<file path="src/rtl/alu_op_sequencer.sv">
// One-request-at-a-time sequencer in front of a combinational ALU: latch, settle, capture, respond.
// Optional illegal-opcode trap enabled by defining ALU_ILLEGAL_TRAP_EN.
module alu_op_sequencer #(
    parameter int SINGLE_LAT = 1,
    parameter int MULDIV_LAT = 4
) (
    input  logic        clk,
    input  logic        clr_n,
    input  logic        req_valid,
    output logic        req_ready,
    input  logic [4:0]  req_op,
    input  logic [31:0] req_a,
    input  logic [31:0] req_b,
    output logic [4:0]  alu_op,
    output logic [31:0] alu_a,
    output logic [31:0] alu_b,
    input  logic [63:0] alu_c,
    output logic        rsp_valid,
    input  logic        rsp_ready,
    output logic [31:0] rsp_hi,
    output logic [31:0] rsp_lo,
    output logic        rsp_err,
    output logic        busy,
    output logic [15:0] done_count
);
    localparam int MAX_LAT = (SINGLE_LAT > MULDIV_LAT) ? SINGLE_LAT : MULDIV_LAT;
    localparam int CW      = $clog2(MAX_LAT) + 1;
    localparam logic [CW-1:0] SG_CNT = CW'(SINGLE_LAT - 1);
    localparam logic [CW-1:0] MD_CNT = CW'(MULDIV_LAT - 1);

    typedef enum logic [1:0] {IDLE, EXEC, RESP} state_t;

    state_t        state_q, state_d;
    logic [CW-1:0] cnt_q;
    logic [15:0]   done_cnt;
    logic          op_legal, op_muldiv, accept;
    logic [CW-1:0] lat_m1;

    function automatic logic is_legal(input logic [4:0] op);
        return (op == 5'd0) || (op >= 5'd3 && op <= 5'd11) || (op >= 5'd15 && op <= 5'd18);
    endfunction

    assign op_legal   = is_legal(req_op);
    assign op_muldiv  = (req_op == 5'b01111) || (req_op == 5'b10000);
    assign lat_m1     = op_muldiv ? MD_CNT : SG_CNT;
    assign req_ready  = (state_q == IDLE);
    assign busy       = !req_ready;
    assign accept     = req_valid && req_ready;
    assign rsp_valid  = (state_q == RESP);
    assign done_count = done_cnt;

    always_comb begin
        state_d = state_q;
        case (state_q)
            IDLE: if (req_valid) begin
`ifdef ALU_ILLEGAL_TRAP_EN
                state_d = op_legal ? EXEC : RESP;
`else
                state_d = EXEC;
`endif
            end
            EXEC: if (cnt_q == '0) state_d = RESP;
            RESP: if (rsp_ready) state_d = IDLE;
            default: state_d = IDLE;
        endcase
    end

`ifdef ALU_ILLEGAL_TRAP_EN
    logic rsp_err_q;
    assign rsp_err = rsp_err_q;
`else
    assign rsp_err = 1'b0;
`endif

    always_ff @(posedge clk) begin
        if (!clr_n) begin
            state_q  <= IDLE;
            cnt_q    <= '0;
            alu_op   <= 5'b00000;
            alu_a    <= '0;
            alu_b    <= '0;
            rsp_hi   <= '0;
            rsp_lo   <= '0;
            done_cnt <= '0;
`ifdef ALU_ILLEGAL_TRAP_EN
            rsp_err_q <= 1'b0;
`endif
        end else begin
            state_q <= state_d;
            case (state_q)
                IDLE: if (accept) begin
`ifdef ALU_ILLEGAL_TRAP_EN
                    // Trapped opcodes never reach the ALU; inputs keep the previous op.
                    rsp_err_q <= !op_legal;
                    if (op_legal) begin
                        alu_op <= req_op;
                        alu_a  <= req_a;
                        alu_b  <= req_b;
                        cnt_q  <= lat_m1;
                    end else begin
                        rsp_hi <= '0;
                        rsp_lo <= '0;
                    end
`else
                    // Illegal opcodes degrade to ld, so the ALU returns operand B.
                    alu_op <= op_legal ? req_op : 5'b00000;
                    alu_a  <= req_a;
                    alu_b  <= req_b;
                    cnt_q  <= lat_m1;
`endif
                end
                EXEC: begin
                    if (cnt_q == '0) begin
                        rsp_hi <= alu_c[63:32];
                        rsp_lo <= alu_c[31:0];
                    end else begin
                        cnt_q <= cnt_q - 1'b1;
                    end
                end
                RESP: if (rsp_ready) done_cnt <= done_cnt + 16'd1;
                default: ;
            endcase
        end
    end
endmodule
</file>
<file path="config.mk">
export PLATFORM = sky130hd
export DESIGN_NAME = alu_op_sequencer
export DESIGN_NICKNAME = d
export VERILOG_FILES = /design/src/rtl/alu_op_sequencer.sv
export SDC_FILE = /design/constraint.sdc
export NUM_CORES = 1
export LEC_CHECK = 0
export BUFFER_PORTS_ARGS = -buffer_cell sky130_fd_sc_hd__buf_2
export CORE_UTILIZATION = 35
export DETAILED_ROUTE_END_ITERATION = 7
export PLACE_DENSITY = 0.65
export REMOVE_ABC_BUFFERS = 1
export SKIP_LAST_GASP = 1
export SLEW_MARGIN = 10
export SYNTH_ARGS = -nofsm -noshare
export SYNTH_HDL_FRONTEND = slang
export SYNTH_SLANG_ARGS = --single-unit
</file>
<file path="constraint.sdc">
create_clock -name clk -period 1.5 [get_ports clk]
set_input_delay 0.225 -clock clk [delete_from_list [all_inputs] [get_ports clk]]
set_output_delay 0.225 -clock clk [all_outputs]
set_load 0.05 [all_outputs]
</file>
# Yosys cells after proc, flatten, opt, wreduce, memory -nomap -nowiden

Index checks and enable logic that the tools add are counted.

Add/sub/neg operators: 2
$lt $le $gt $ge: 4
Equal/unequal tests: 9
Reductions and logical operators: 16
Mux-type cells: 9

Operators with widths:

| cell                  | count |
|---|---|
| $add 16x1->16 const B | 1 |
| $mux 2                | 4 |
| $mux 3                | 2 |
| $ne 2x2->1 const B    | 3 |
| $pmux 2 s3            | 1 |
| $pmux 3 s2            | 1 |
| $reduce_and 2->1      | 3 |
| $reduce_and 3->1      | 2 |
| $eq 5x4->1 const B    | 1 |
| $eq 5x5->1 const B    | 1 |
| $ge 5x2->1 const B    | 1 |
| $ge 5x4->1 const B    | 1 |
| $le 5x4->1 const B    | 1 |
| $le 5x5->1 const B    | 1 |
| $logic_not 5->1       | 1 |
| $mux 5                | 1 |
| $ne 2x1->1 const B    | 2 |
| $logic_and 1x1->1     | 3 |
| $logic_not 3->1       | 1 |
| $logic_or 1x1->1      | 3 |
| $sub 3x1->3 const B   | 1 |
| $eq 2x1->1 const B    | 1 |
| $eq 2x2->1 const B    | 1 |
| $logic_not 2->1       | 1 |
| other kinds (2)       | 2 |

Bits in registers: 154
Logic and storage cells: 48

# Longest topological paths before layout

Depth after elaboration: 5
Mapped depth: 8

# Least setup slack after synthesis

OpenSTA, ideal clock, no wires.

Path type: register -> register
Start point: register state_q[1]
End point: register alu_a[12]
Cell stages (with the launch flop): 9
Period minus slack after synthesis: 2.116 ns
Arrival time: 2.046 ns
Data required time: 1.430 ns
Slack: -0.616 ns
Buffers on the path: 4
Cells stage by stage: dfxtp_1 -> buf_2 -> nor2_1 -> and2_1 -> buf_2 -> buf_2 -> buf_2 -> nand2_1 -> a21oi_1

Cells in the longest elaborated chain, start to end: 3

RTL lines:

| what                         | line | text |
|---|---|---|
| from (decl)                  | 33   | `state_t state_q, state_d;` |
| from (signal assigned)       | 89   | `state_q <= state_d;` |
| $logic_not 2->1 *            | 46   | `assign req_ready = (state_q == IDLE);` |
| via req_ready                | 10   | `output logic req_ready,` |
| $logic_and 1x1->1            | 48   | `assign accept = req_valid && req_ready;` |
| $reduce_and 2->1 (no line) * | --   |  |
| to (signal assigned)         | 107  | `alu_a <= req_a;` |
| to (decl)                    | 15   | `output logic [31:0] alu_a,` |

Mark *: on every way through the listed nets, which the timed path passes. The rest lies on a longest branch.
A chain may end at the register's enable or synchronous reset.

# Worst setup path in the final report

Start point: register done_cnt[1], in the netlist done_count[1]
End point: register done_cnt[15], in the netlist done_count[15]

Cells in the longest elaborated chain, start to end: 1

RTL lines:

| what                   | line | text |
|---|---|---|
| from (decl)            | 35   | `logic [15:0] done_cnt;` |
| from (signal assigned) | 120  | `RESP: if (rsp_ready) done_cnt <= done_cnt + 16'd1;` |
| $add 16x1->16          | 120  |  |

No other way between the ends.

==> results.toml <==
[placement]
place_ws_ns = -0.0318
gp_congestion = 0.768
dp_hpwl_um = 11800
port_buffers = 288

[global_routing]
grt_max_degree = 71
met3_usage = 0.0848
grt_pass1_wl_um = 25600
grt_use_total = 0.196
grt.busiest_layer = "met2"
grt_pass1_vias = 5348
grt_use_met1 = 0.224
antenna_found_initial = 0
overflow = 0
grt_use_met2 = 0.332

[synthesis]
ys_ff_latch = 154
ys_seq_area_frac = 0.548
synth_area_um2 = 5630
yosysWarnings = 0
synthTopCellsByArea = "dfxtp_1 55%, nand2_1 18%, a21oi_1 12%"
synthCells = 708
ys_types = 41
netlist.area_leader.share = 0.548
synth_top_area_cell = "dfxtp_1"
syn_area_per_cell_um2 = 7.95

[critical_path]
critical_path_class = "register to register"
required_ns = 1.85
cp-end-kind = "register"
critPathArrivalTime_ns = 1.84
startpoint_type = "register"
cp_num_buf_inv = 1
path_cells = "buf_4 -> nand2_2 -> or3_4 -> or4_4 -> a21oi_2"
cp_slowest_stage_delay_ns = 0.43
crit_family = "simple AND/OR/NAND/NOR gates"
slowest_stage = "or4_4"
cp_max_fo = 4

[die]
fp.dieH_um = 129
core_area_um2 = 15400
io-pin-count = 290
die_x_um = 129
dieArea_um2 = 16600
start_util = 0.365
num_rows = 45

[power]
pwr_density_cell_nw_per_um2 = 1500
vdd_ir_drop_max_uv = 732
p_leak_uw = 0.00397
total_power_uw = 12700

[job]
drv_cap = 0

[timing]
setup_viol = 0
clock.fmax_mhz = 669
fin_crit_sh = 0.997
fin_crit_ns = 1.50
rsz0062_at_grt = "true"
fin_skew_ns = 0.00647
finalHoldViolCount = 0
fin_setup_tns_ns = 0
slew_viol_final = 0
fin_ws_ns = 0.00482

[cells_and_area]
nets = 1166
fill_cells = 1499
n_antenna_cell = 0
regArea_um2 = 3090
drive_above_1_share = 0.394
multiInputGateArea_um2 = 2410
fin_util = 0.552
area_growth_pct = 51.4

[clock_tree]
path_clk_slew_ns = 0.06
cts_tree = "yes"
root_buffer = "clkbuf_16"
cts_buffers = 17
clk_latency_ns = 0.42
clock_sinks = 154
clock_path_buffers = 2
cts_max_level = 4

[routing]
vias = 5811
drt_iter0_drc = 180
postRouteAntennaNets = 0
firstDrtPassIters = 4
wl_per_cell_um = 13.3
wl_um = 16600
drcViolationCount = 0
vias_per_cell = 4.65

[run_status]
status = "complete, no violations"

[hold_path]
hold_path.class = "input port to register"
-- synthesized netlist by cell type --
cell,count
mux2i_1,2
inv_1,6
nor2b_1,2
nand4b_4,1
o21ai_0,7
clkbuf_1,32
buf_1,3
nand3b_1,2
buf_4,1
or4_1,1
and3b_1,1
or3_4,1
o2bb2ai_1,1
o32a_1,1
nand2_1,269
o41ai_1,1
xnor2_1,6
or3_1,5
nand4_1,2
a21oi_1,140
dfxtp_1,154
and2_1,1
ha_1,3
nor4_1,3
and4b_1,1
and4_1,2
buf_2,12
nor3b_1,2
nor3_1,4
nand2b_1,3
xor2_1,3
nor2_1,13
a21boi_0,2
o31ai_1,2
nor4b_1,1
nand4b_1,1
o211ai_1,1
conb_1,1
and3_1,1
nand3_1,13
inv_2,1
-- layout make-up --
class / instances / share of cell area
clock buffers: 20 / 0.0524
clock inverters: 12 / 0.0162
inverters: 7 / 0.00338
multi-input cells: 499 / 0.283
flip-flops and latches: 154 / 0.363
well taps: 211 / 0.0310
repair buffers: 347 / 0.251
-- logic make-up after synthesis --
family,Yosys count,share of synthesized area
buf+inv,55,0.0400
simple gates,329,0.245
xor+xnor,9,0.0140
flops,154,0.548
other cells,1,0.000667
mux,2,0.00356
compound gates,155,0.142
fa+ha+maj,3,0.00667
-- per-stage QoR --
stage,cell area (um^2),std cells,hold WS (ns)
after CTS,8340,1244,0.0189
after global placement,7720,1212,0.439
after global routing,8520,1250,0.0144
after detailed placement,7720,1212,0.443
final,8520,1250,0.0362
after floorplan,5430,660,0.360
-- state kept, by name (all words and copies together) (netlist names) --
signal / flops
rsp_hi: 32
cnt_q: 3
done_count: 16
alu_b: 32
rsp_lo: 32
state_q: 2
alu_op: 5
alu_a: 32
-- layout by cell type, fill, tap and decap left out, types with 3 or more instances in the layout --
| cell | Yosys | routed |
|---|---|---|
| buf_2 | 12 | 285 |
| nand2_1 | 269 | 266 |
| dfxtp_1 | 154 | 148 |
| a21oi_1 | 140 | 135 |
| buf_4 | 1 | 39 |
| clkbuf_16 | 0 | 19 |
| buf_12 | 0 | 14 |
| nor2_1 | 13 | 12 |
| nand3_1 | 13 | 12 |
| o21ai_0 | 7 | 7 |
| xnor2_1 | 6 | 6 |
| or3_1 | 5 | 5 |
| a21oi_2 | 0 | 5 |
| dfxtp_2 | 0 | 5 |
| buf_6 | 0 | 5 |
| inv_2 | 1 | 3 |
| nand2b_1 | 3 | 3 |
| nor4_1 | 3 | 3 |
| inv_1 | 6 | 3 |
| nor3_1 | 4 | 3 |
| nand2_2 | 0 | 3 |
| xor2_1 | 3 | 3 |
| clkinv_4 | 0 | 3 |
| inv_6 | 0 | 3 |
-- timing repair --
action                                  CTS  global route
hold buffers                              0             0
resized for setup                        13            30
endpoints found under the setup margin   46            69
pin swaps                                 0             7
setup buffers                             0             5
gates cloned                              0             2
-- tightest hold or removal path, stage by stage --
cell and delay (ns):
buf_2 0.09, nand2_1 0.04, a21oi_1 0.05
-- worst paths after layout --
kind	start	endpoint	slack, ns	depth (start not counted)
min reg2reg	rsp_hi[2]$_SDFFE_PN0P_	rsp_hi[2]$_SDFFE_PN0P_	0.45	2
min	req_b[18]	alu_b[18]$_SDFFE_PN0P_	0.04	3
max reg2reg	done_count[1]$_SDFFE_PN0P_	done_count[15]$_SDFFE_PN0P_	0.005	5
max	done_count[1]$_SDFFE_PN0P_	done_count[15]$_SDFFE_PN0P_	0.005	5
-- power breakdown --
part	switching (uW)	internal [uW]	total, uW
logic	2570	1210	3780
registers	197	4490	4690
clock network	1750	2510	4260
total	4520	8220	12700
-- per-layer routing --
metal / wire [um] / vias to the layer above
met4: 186 / 0
met3: 1650 / 15
met5: 0 / -
met2: 8000 / 217
li1: - / 2960
met1: 6760 / 2619
(Power assumes the default switching activity.)
